### src/rtl/vid_tracker.sv
// vid_tracker: two-stage video pipeline that adds pixel and line coordinates,
// start-of-line/start-of-frame strobes and a running measurement of the active
// resolution, with a stability indicator and a sticky saturation flag.
//
// Ports
//   clk_i, rst_i              clock, asynchronous active-high reset
//   de_i, hs_i, vs_i, d_i     incoming video timing and pixel data
//   de_o, hs_o, vs_o, d_o     the same, delayed by two cycles
//   x_o, y_o                  pixel / active-line index of the pixel on d_o
//   sol_o, sof_o              start-of-line / start-of-frame strobes (with de_o)
//   h_act_o, v_act_o          measured active pixels per line / lines per frame
//   stable_o                  measurement repeated STABLE_FRAMES times
//   ovf_o                     sticky: a counter hit its ceiling
module vid_tracker #(
  parameter int WIDTH         = 24,
  parameter int XW            = 12,
  parameter int YW            = 12,
  parameter int STABLE_FRAMES = 2
) (
  input  logic             clk_i,
  input  logic             rst_i,
  input  logic             de_i,
  input  logic             hs_i,
  input  logic             vs_i,
  input  logic [WIDTH-1:0] d_i,
  output logic             de_o,
  output logic             hs_o,
  output logic             vs_o,
  output logic [WIDTH-1:0] d_o,
  output logic [XW-1:0]    x_o,
  output logic [YW-1:0]    y_o,
  output logic             sol_o,
  output logic             sof_o,
  output logic [XW-1:0]    h_act_o,
  output logic [YW-1:0]    v_act_o,
  output logic             stable_o,
  output logic             ovf_o
);

  localparam logic [XW-1:0] X_MAX = '1;
  localparam logic [YW-1:0] Y_MAX = '1;
  localparam logic [3:0]    SF    = 4'(STABLE_FRAMES);

  logic             de1, hs1, vs1;
  logic [WIDTH-1:0] d1;
  logic [YW-1:0]    line_cnt;
  logic [XW-1:0]    line_len;
  logic             sof_pend;
  logic [3:0]       stab_cnt;

  logic             de_rise, de_fall, vs_rise;
  logic             x_full, y_full;
  logic [XW-1:0]    len_done, new_h;
  logic [YW-1:0]    new_v, y_eff;
  logic             sof_hit, same_meas, ovf_set;
  logic [3:0]       stab_next;

  // Stage-2 outputs double as the edge history of stage 1, so edges are only
  // ever seen on registered data and both history bits clear with reset.
  always_comb begin
    de_rise  = de1 & ~de_o;
    de_fall  = ~de1 & de_o;
    vs_rise  = vs1 & ~vs_o;
    x_full   = (x_o == X_MAX);
    y_full   = (line_cnt == Y_MAX);
    // On a falling edge x_o still holds the last pixel index of the line.
    len_done = x_full ? X_MAX : x_o + XW'(1);
    // A line ending on the vs edge still belongs to the frame being closed.
    new_h    = de_fall ? len_done : line_len;
    new_v    = de_fall ? (y_full ? Y_MAX : line_cnt + YW'(1)) : line_cnt;
    // vs wins over a coincident de rise: that line is already line 0.
    y_eff    = vs_rise ? '0 : line_cnt;
    sof_hit  = de_rise & (vs_rise | sof_pend) & (y_eff == '0);
    same_meas = (new_h == h_act_o) && (new_v == v_act_o) &&
                (new_h != '0) && (new_v != '0);
    stab_next = stab_cnt;
    if (vs_rise)
      stab_next = same_meas ? ((stab_cnt == 4'hF) ? 4'hF : stab_cnt + 4'd1) : 4'd0;
    ovf_set  = (de1 & de_o & x_full) | (de_fall & (x_full | y_full));
  end

  always_ff @(posedge clk_i or posedge rst_i) begin
    if (rst_i) begin
      de1      <= 1'b0;
      hs1      <= 1'b0;
      vs1      <= 1'b0;
      d1       <= '0;
      de_o     <= 1'b0;
      hs_o     <= 1'b0;
      vs_o     <= 1'b0;
      d_o      <= '0;
      x_o      <= '0;
      y_o      <= '0;
      sol_o    <= 1'b0;
      sof_o    <= 1'b0;
      h_act_o  <= '0;
      v_act_o  <= '0;
      stable_o <= 1'b0;
      ovf_o    <= 1'b0;
      line_cnt <= '0;
      line_len <= '0;
      sof_pend <= 1'b0;
      stab_cnt <= 4'd0;
    end else begin
      de1   <= de_i;
      hs1   <= hs_i;
      vs1   <= vs_i;
      d1    <= d_i;
      de_o  <= de1;
      hs_o  <= hs1;
      vs_o  <= vs1;
      d_o   <= d1;
      sol_o <= de_rise;
      sof_o <= sof_hit;
      y_o   <= y_eff;

      if (de_rise)
        x_o <= '0;
      else if (de1 && !x_full)
        x_o <= x_o + XW'(1);

      if (vs_rise) begin
        h_act_o  <= new_h;
        v_act_o  <= new_v;
        line_cnt <= '0;
      end else if (de_fall && !y_full) begin
        line_cnt <= line_cnt + YW'(1);
      end

      if (de_fall)
        line_len <= len_done;

      // Armed by vs, consumed by the first line-0 pixel of the frame.
      sof_pend <= sof_hit ? 1'b0 : (vs_rise | sof_pend);
      stab_cnt <= stab_next;
      stable_o <= (stab_next >= SF);

      if (ovf_set)
        ovf_o <= 1'b1;
    end
  end

endmodule

### config.mk
export PLATFORM = sky130hd
export DESIGN_NAME = vid_tracker
export DESIGN_NICKNAME = d
export VERILOG_FILES = /design/src/rtl/vid_tracker.sv
export SDC_FILE = /design/constraint.sdc
export NUM_CORES = 1
export LEC_CHECK = 0
export CAP_MARGIN = 20
export CORE_MARGIN = 8
export CORE_UTILIZATION = 30
export DETAILED_ROUTE_END_ITERATION = 6
export GPL_TIMING_DRIVEN = 1
export SETUP_SLACK_MARGIN = 0.3
export SLEW_MARGIN = 20
export SYNTH_ARGS = -nofsm -noshare
export SYNTH_HDL_FRONTEND = slang
export SYNTH_SLANG_ARGS = --single-unit
export TNS_END_PERCENT = 5
### constraint.sdc
create_clock -name clk_i -period 7.5 [get_ports clk_i]
set_clock_uncertainty 0.15 [all_clocks]
set_input_delay 1.5 -clock clk_i [delete_from_list [all_inputs] [get_ports clk_i]]
set_output_delay 1.5 -clock clk_i [all_outputs]
set_load 0.005 [all_outputs]
==> impl_metrics.py <==
metrics = {
    "critical_path": {
        "crit_chain": "nand2b_1, nor4_1, mux2i_1, nand4_1, nor4_1, nor4_4, nand4_2, a31oi_1, o22a_1",
        "crit_path_max_incr_delay_ns": 0.79,
        "required_ns": 7.66,
        "worstPathMaxFanout": 23,
        "cp_top_family": "simple AND/OR/NAND/NOR gates",
        "cp_data_arrival_time_ns": 4.18,
        "setup.worst_path.end_class": "flop",
        "crit_buf_inv": 0,
        "crit_type": "flop to flop",
        "worst_path_most_repeated_cell": "nor4_1",
        "crit_path_start_kind": "flop",
        "slowest_stage": "dfrtp_1",
    },
    "synthesis": {
        "synthCells": 552,
        "yosysSeqAreaShare": 0.5614,
        "syn-num-nets": 584,
        "synth-main-ff-cell": "dfrtp_1",
        "syn_area_um2": 6017,
        "yosysUniqueCellTypes": 80,
        "synthTopCellsByArea": "dfrtp_1, nand2_1, o21ai_0",
        "synth_edf_count": 0,
        "yosys.area.top_type_share": 0.5614,
        "yosysTopAreaCell": "dfrtp_1",
        "async_reset_ff_frac": 1.000,
        "synth.avg_cell_area_um2": 10.90,
        "ys_warn_count": 0,
        "synth_seq_cells": 135,
    },
    "timing": {
        "fin_ws_ns": 3.473,
        "hold_violations": 0,
        "period_share": 0.5370,
        "fin_crit_ns": 4.027,
        "fin_setup_tns_ns": 0,
        "tightest_slew_ns": 0.9284,
        "setup_viol": 0,
        "rsz0062_at_grt": "false",
        "maxSlewHeadroom": 0.3811,
        "fmax_mhz": 248.3,
        "drv_slew": 0,
    },
    "grt": {
        "grt_busiest_layer": "met2",
        "overflow": 0,
        "grt_max_degree": 77,
        "grt_pass1_wl_um": 26870,
        "use_met2": 0.2300,
        "grt_util_met1": 0.1752,
        "first_global_vias": 4779,
        "track_usage": 0.1403,
        "met3_usage": 0.03522,
        "grt_antenna_before_repair": 0,
    },
    "clock_network": {
        "ctsResizeCount": 0,
        "postCtsHoldBufs": 0,
        "clkLatencyLatePin_ns": 0.42,
        "clk_pin_slew_ns": 0.06,
        "cts-root-buf": "clkbuf_16",
        "h-tree-depth": 4,
        "cts_buffer_depth": 2,
        "cts_sinks": 135,
        "numCtsBuffers": 17,
        "cts_tree": "built",
        "post_cts_buffers": 0,
    },
    "drt": {
        "antenna_left": 0,
        "viasPerCell": 4.989,
        "wl_per_cell_um": 17.92,
        "first_pass_iters": 5,
        "drt-total-wl_um": 16650,
        "route.detailed.drc": 0,
        "dr.first_iter.drc_count": 389,
        "vias": 4635,
    },
    "finish": {
        "final_cell_mix": "dfrtp_1, clkdlybuf4s50_1, nand2_1",
        "area_growth_pct": 29.57,
        "final_common_cell": "dfrtp_1",
        "n_fill_cell": 1981,
        "layout-drive-gt1-share": 0.1002,
        "layout.nets": 678,
        "antennaDiodeCount": 0,
        "layout.cells.non_filler": 929,
        "stdcell_area_um2": 7796,
    },
    "floorplan": {
        "rows": 52,
        "core_area_um2": 19970,
        "die_area_um2": 24840,
        "boundaryPins": 108,
        "die_x_um": 157.6,
        "die_y_um": 157.6,
        "initial_core_util": 0.3012,
    },
    "pwr": {
        "vdd_drop_max_v": 0.00009981,
        "p_per_area_nw_per_um2": 235.5,
        "p_total_mw": 1.836,
        "leakage_nw": 3.263,
    },
    "flow_run": {
        "cap_violations": 0,
    },
    "place": {
        "dpl.cell_count": 897,
        "gp_congestion": 0.8765,
        "io_buffers": 107,
        "dp_hpwl_um": 11710,
        "placed_cell_area_um2": 7198,
        "preCtsSetupSlack_ns": 3.467,
    },
    "worst_hold_path": {
        "min_path_type": "flop to flop",
    },
    "outcome": {
        "status": "finished, final reports clean",
    },
}
## registers in the layout, summed over array words and instances, names as in the netlist, 4 cells and up
| register | cells |
|---|---|
| d1 | 24 |
| d_o | 24 |
| h_act_o | 12 |
| line_cnt | 12 |
| line_len | 12 |
| v_act_o | 12 |
| x_o | 12 |
| y_o | 12 |
| stab_cnt | 4 |
## layer usage
metal,wire length [um],vias up,share of wire
li1,-,2160,-
met1,7264,2316,0.44
met2,8138,137,0.49
met3,936,22,0.056
met4,305,0,0.018
met5,0,-,0
## path summary, 6_finish.rpt
path / from / to / slack (ns) / cells past startpoint
min in group asynchronous: rst_i / d1[18]$_DFF_PP0_ / 1.41 / 2
max in group asynchronous: rst_i / line_len[5]$_DFF_PP0_ / 4.63 / 3
setup reg to reg: de_o$_DFF_PP0_ / stab_cnt[2]$_DFF_PP0_ / 3.47 / 9
setup / recovery: de_o$_DFF_PP0_ / stab_cnt[2]$_DFF_PP0_ / 3.47 / 9
hold / removal: d1[6]$_DFF_PP0_ / d_o[6]$_DFF_PP0_ / 0.20 / 0
hold reg to reg: d1[6]$_DFF_PP0_ / d_o[6]$_DFF_PP0_ / 0.20 / 0
## cells in the mapped netlist, types with 3 or more instances
master	n
nor3_1	16
nand2_1	62
and2_1	11
buf_2	6
o22ai_1	4
o211ai_1	4
a21oi_1	19
nand3b_1	3
buf_1	3
clkbuf_8	5
nand3_1	15
inv_1	19
nor4_1	7
and3_1	5
buf_4	3
buf_6	7
a31oi_1	8
nand4_1	11
a31o_1	4
o21ai_0	39
nand4b_1	4
xor2_1	9
nor2b_1	9
nand2b_1	4
clkbuf_1	11
xnor2_1	8
mux2_2	3
o31ai_1	5
nor2_1	36
nand4_2	3
dfrtp_1	135
and4_1	5
o2111ai_1	3
a211oi_1	3
ha_1	3
## worst reg2reg max path, cell delays in order (launching register included)
cell,delay (ns)
dfrtp_1,0.79
nand2b_1,0.68
nor4_1,0.72
mux2i_1,0.38
nand4_1,0.13
nor4_1,0.49
nor4_4,0.10
nand4_2,0.19
a31oi_1,0.08
o22a_1,0.21
## final cells by class
| class | instances | area, um^2 | area share |
|---|---|---|---|
| flip-flops and latches | 135 | 3378 | 0.4333 |
| clock buffers | 22 | 474.2 | 0.06082 |
| repair buffers | 110 | 1097 | 0.1407 |
| inverters | 19 | 73.82 | 0.009469 |
| well taps | 270 | 337.8 | 0.04333 |
| multi-input cells | 363 | 2315 | 0.2969 |
| clock inverters | 10 | 120.1 | 0.01541 |
## per-stage QoR
step / utilization / hold WS [ns]
6_report: 0.3903 / 0.1968
4_1_cts: 0.3901 / 0.1985
3_3_place_gp: 0.3604 / 0.1816
5_1_grt: 0.3903 / 0.1996
2_1_floorplan: - / 0.1812
3_5_place_dp: 0.3604 / 0.1847
## cell families after synthesis
kind of cell	after synthesis	share of synthesized area
fa+ha+maj	3	0.006239
buf+inv	54	0.05386
flops	135	0.5614
compound gates	119	0.1300
simple gates	215	0.2040
xor+xnor	18	0.02745
mux	8	0.01705
## power breakdown
group | leakage (nW) | internal [mW] | switching [mW]
logic | 1.27 | 0.0985 | 0.0956
registers | 1.72 | 0.768 | 0.0446
clock network | 0.275 | 0.516 | 0.313
Power figures use the tool's default switching activity.
==> RTL change 1, RTL diff (same flow settings) <==
Register the input `vs_i` before use, cleared by the reset. The logic sees it one clock later. The other inputs are not delayed to match.
--- a/src/rtl/vid_tracker.sv
+++ b/src/rtl/vid_tracker.sv
@@ -40,6 +40,16 @@
   localparam logic [XW-1:0] X_MAX = '1;
   localparam logic [YW-1:0] Y_MAX = '1;
   localparam logic [3:0]    SF    = 4'(STABLE_FRAMES);
+
+  logic vs_q;
+
+  always_ff @(posedge clk_i or posedge rst_i) begin
+    if (rst_i) begin
+      vs_q <= '0;
+    end else begin
+      vs_q <= vs_i;
+    end
+  end
 
   logic             de1, hs1, vs1;
   logic [WIDTH-1:0] d1;
@@ -104,7 +114,7 @@
     end else begin
       de1   <= de_i;
       hs1   <= hs_i;
-      vs1   <= vs_i;
+      vs1   <= vs_q;
       d1    <= d_i;
       de_o  <= de1;
       hs_o  <= hs1;
Function: changed (Yosys sat finds a counterexample within 4 cycles, from zero or initial values and one cycle with rst_i high).
==> RTL change 1 against the original RTL <==
Synthesized cell count is 0.18% higher; critical path depth unchanged; clock power is 2% lower; hold slack lost 0.0011 ns; setup slack better by 0.027 ns; non-clock buffer count stayed put; wire length shrank 3.2%; area after synthesis grew 0.42%; total power down 0.92%; cell area about the same; utilization about the same; sequential power about the same; largest power group is now sequential cells; sequential cell count increased by 1.
==> RTL change 1: results (changes against the original RTL) <==
[run_status]
status = complete, no violations  ; unchanged

[grt]
use_met1 = 0.165  ; was 0.175
grt_max_degree = 79  ; was 77
grt_pass1_wl_mm = 26.2  ; was 26.9 mm
grt_pass1_vias = 4759  ; was 4779
use_met2 = 0.215  ; was 0.230
grt_use_met3 = 0.0513  ; was 0.0352
grt_use_total = 0.135  ; was 0.140

[placement]
dpl_cell_area_um2 = 7230  ; was 7200 um2
dp_cells = 898  ; was 897
port_buffers = 107  ; unchanged
gp_congestion = 0.875  ; was 0.877
detailed_place_hpwl_mm = 11.5  ; was 11.7 mm

[yosys]
synthesis.nets = 585  ; was 584
post_synth_inst_count = 553  ; was 552
synthAdderAreaFrac = 0.00621  ; was 0.00624
synth.area.top_cells = dfrtp_1 56%, nand2_1 3.9%, o21ai_0 3.2%  ; unchanged
yosysSeqAreaShare = 0.563  ; was 0.561
synthArstFlopShare = 1.00  ; unchanged
netlist_top_cells_count = 136 x dfrtp_1, 62 x nand2_1, 39 x o21ai_0  ; was 135 x dfrtp_1, 62 x nand2_1, 39 x o21ai_0
yosys_warnings = 0  ; unchanged
synth_xor_area_frac = 0.0273  ; was 0.0274
synth_compound_area_frac = 0.129  ; was 0.130
synthMuxAreaShare = 0.0170  ; was 0.0171

[final_layout]
final_cells = 930  ; was 929
layout-drive-gt1-share = 0.103  ; was 0.100
layout.filler_cells = 1940  ; was 1981
top_regs = d1 (24), d_o (24)  ; unchanged
fin_nets = 679  ; was 678

[sta]
hold-worst-slack_ns = 0.196  ; was 0.197 ns
tightest_slew_ns = 0.863  ; was 0.928 ns

[worst_setup_path]
r2r_setup_slack_ns = 3.50  ; was 3.47 ns
r2r-end = stab_cnt[2]  ; unchanged
critPathMaxStageDelay_ns = 0.76  ; was 0.79 ns
critPathMaxFanout = 23  ; unchanged

[drt]
wirelength_mm = 16.1  ; was 16.6 mm
vias = 4591  ; was 4635
routed.top_layer = met4  ; unchanged
drt_iter0_markers = 263  ; was 389
wl_met2_mm = 7.58  ; was 8.14 mm
wl_met1_mm = 7.01  ; was 7.26 mm
wl_met3_mm = 1.26  ; was 936 um

[hold_path]
min_from = d1[14]  ; was d1[6]
min_to = d_o[14]  ; was d_o[6]

[power_and_ir_drop]
ir_drop_v = 0.000157  ; was 0.0000998 V
p_leak_uw = 0.00329  ; was 0.00326 uW
p_sw_frac = 0.277  ; was 0.247

==> RTL change 1: power groups by stage <==
stage          Clock, uW  Combinational [uW]  Sequential (uW)
2_1_floorplan          0                 113              813
3_3_place_gp           0                 195              825
3_5_place_dp           0                 197              827
4_1_cts              834                 198              814
5_1_grt              868                 217              821
6_report             811                 194              814
==> RTL change 1: worst max path at each step <==
stage               start     endpoint  slack [ns]
finish               de_o  stab_cnt[2]        3.50
global route         de_o  stab_cnt[3]        3.15
CTS                  de_o  stab_cnt[2]        3.55
detailed placement   de_o  stab_cnt[2]        3.55
global placement      de1  stab_cnt[2]        3.68
floorplan           rst_i        d1[0]        2.21
==> RTL change 1: layout make-up <==
type                       count  area share
timing repair buffer         110       0.141
multi-input combinational    363       0.297
inverter                      19     0.00979
tap                          270      0.0433
clock inverter                15      0.0186
clock buffer                  17      0.0545
sequential                   136       0.436
==> RTL change 2, RTL diff (same settings) <==
Made on the original files. `YW`: 12 -> 13.
--- a/src/rtl/vid_tracker.sv
+++ b/src/rtl/vid_tracker.sv
@@ -14,7 +14,7 @@
 module vid_tracker #(
   parameter int WIDTH         = 24,
   parameter int XW            = 12,
-  parameter int YW            = 12,
+  parameter int YW            = 13,
   parameter int STABLE_FRAMES = 2
 ) (
   input  logic             clk_i,
Interface: changed (resized v_act_o and y_o); port bits go from 108 to 110. No check against the original RTL was run, so the function may have changed too.
==> RTL change 2 against the original RTL <==
Sequential cell count up 3; area after synthesis up 1.6%; setup slack worse by 0.085 ns; cell area up 2.3%; wire length up 3.7%; combinational power up 7%; global-route usage down 0.13 points; fmax down 2.1%; total power up 0.33%; critical path type unchanged; critical endpoint is now stable_o; highest routed layer unchanged.
==> RTL change 2: results (changes against the original RTL) <==
[yosys]
synth.area.top_cells = dfrtp_1 56%, nand2_1 3.9%, o21ai_0 3.3%  ; was dfrtp_1 56%, nand2_1 3.9%, o21ai_0 3.2%
yosysSeqAreaShare = 0.565  ; was 0.561
avgSynthCellArea_um2 = 10.6  ; was 10.9 um2
netlist_top_cells_count = 138 x dfrtp_1, 64 x nand2_1, 40 x o21ai_0  ; was 135 x dfrtp_1, 62 x nand2_1, 39 x o21ai_0
synthesis.nets = 609  ; was 584

[grt]
grt_pass1_wl_mm = 28.0  ; was 26.9 mm
use_met2 = 0.217  ; was 0.230
grt_use_met3 = 0.0460  ; was 0.0352
grt_max_degree = 71  ; was 77
use_met1 = 0.178  ; was 0.175
grt_use_total = 0.139  ; was 0.140

[run_status]
status = complete, no violations  ; unchanged

[placement]
dp_cells = 919  ; was 897
gp_congestion = 0.905  ; was 0.877
detailed_place_hpwl_mm = 12.1  ; was 11.7 mm
port_buffers = 109  ; was 107

[drt]
post_drt_wl_per_cell_um = 18.2  ; was 17.9 um
routed_via_density = 5.20  ; was 4.99
drt_iter0_markers = 477  ; was 389

[worst_setup_path]
rr_startpoint = de_o  ; unchanged
crit_arrival_ns = 4.33  ; was 4.18 ns
r2r_setup_slack_ns = 3.39  ; was 3.47 ns
r2r-end = stable_o  ; was stab_cnt[2]

[final_layout]
fin_nets = 700  ; was 678
layout.filler_cells = 1965  ; was 1981
layout-drive-gt1-share = 0.0764  ; was 0.100

[power_and_ir_drop]
p_leak_uw = 0.00332  ; was 0.00326 uW
ir_drop_v = 0.000159  ; was 0.0000998 V

[sta]
finalWorstSetupSlack_ns = 3.39  ; was 3.47 ns
slew_headroom = 0.365  ; was 0.381

-- RTL change 2: cell types whose count changed in the layout (fill, tap and decap cells not counted), sizes merged, moves of 6 or more --
| cell | unedited run | this run |
|---|---|---|
| a21oi | 20 | 12 |
| a22o | 0 | 8 |
| a31o | 6 | 0 |
| and2 | 11 | 17 |
| o41ai | 1 | 7 |
-- RTL change 2: worst min-delay path by stage --
stage                start  endpoint  slack [ns]
floorplan            d1[0]    d_o[0]        0.18
global placement    d1[22]   d_o[22]        0.18
detailed placement  d1[19]   d_o[19]        0.19
CTS                 d1[21]   d_o[21]        0.20
global route        d1[19]   d_o[19]        0.20
finish              d1[21]   d_o[21]        0.20
-- RTL change 2: final cells by class --
class | instances | area [um2] | share of cell area
Clock buffer | 17 | 425 | 0.0534
Clock inverter | 15 | 145 | 0.0182
Inverter | 11 | 46.3 | 0.00581
Multi-Input combinational cell | 388 | 2450 | 0.308
Sequential cell | 138 | 3450 | 0.433
Tap cell | 270 | 338 | 0.0424
Timing Repair Buffer | 112 | 1110 | 0.140
-- RTL change 2: metrics by stage --
step                      utilization  area, um2  hold slack (ns)
after CTS                       0.397       7970            0.198
after detailed placement        0.368       7400            0.186
after global routing            0.397       7970            0.203
after floorplan                     -       6110            0.181
final                           0.397       7970            0.196
after global placement          0.368       7400            0.182
-- RTL change 2: report_power, final --
group          internal (uW)  switching [uW]  leakage (uW)
logic                    105             103       0.00129
registers                785            43.5       0.00176
clock network            440             365      0.000279
-- RTL change 2: worst max-delay path, cell delays in order, from the launching register on --
cell and delay [ns]:
dfrtp_1 0.78, nand2b_1 0.69, a2111oi_0 0.55, o22ai_1 0.13, a2111oi_0 0.32, nand4b_1 0.17, or3_4 0.45, or4_4 0.56
o21ai_2 0.14, or3_1 0.12
-- RTL change 2: kinds of logic after synthesis --
family / synth area share
AND/OR/NAND/NOR: 0.191
adder cells (fa/ha/maj): 0.00614
AO/OA/AOI/OAI: 0.157
buffers and inverters: 0.0358
flip-flops: 0.565
XOR/XNOR: 0.0272
multiplexers: 0.0186
-- RTL change 2: per-layer routing --
| metal | wire, um | vias up |
|---|---|---|
| li1 | - | 2287 |
| met3 | 1190 | 28 |
| met1 | 7570 | 2434 |
| met2 | 8200 | 196 |
| met4 | 314 | 0 |
| met5 | 0 | - |
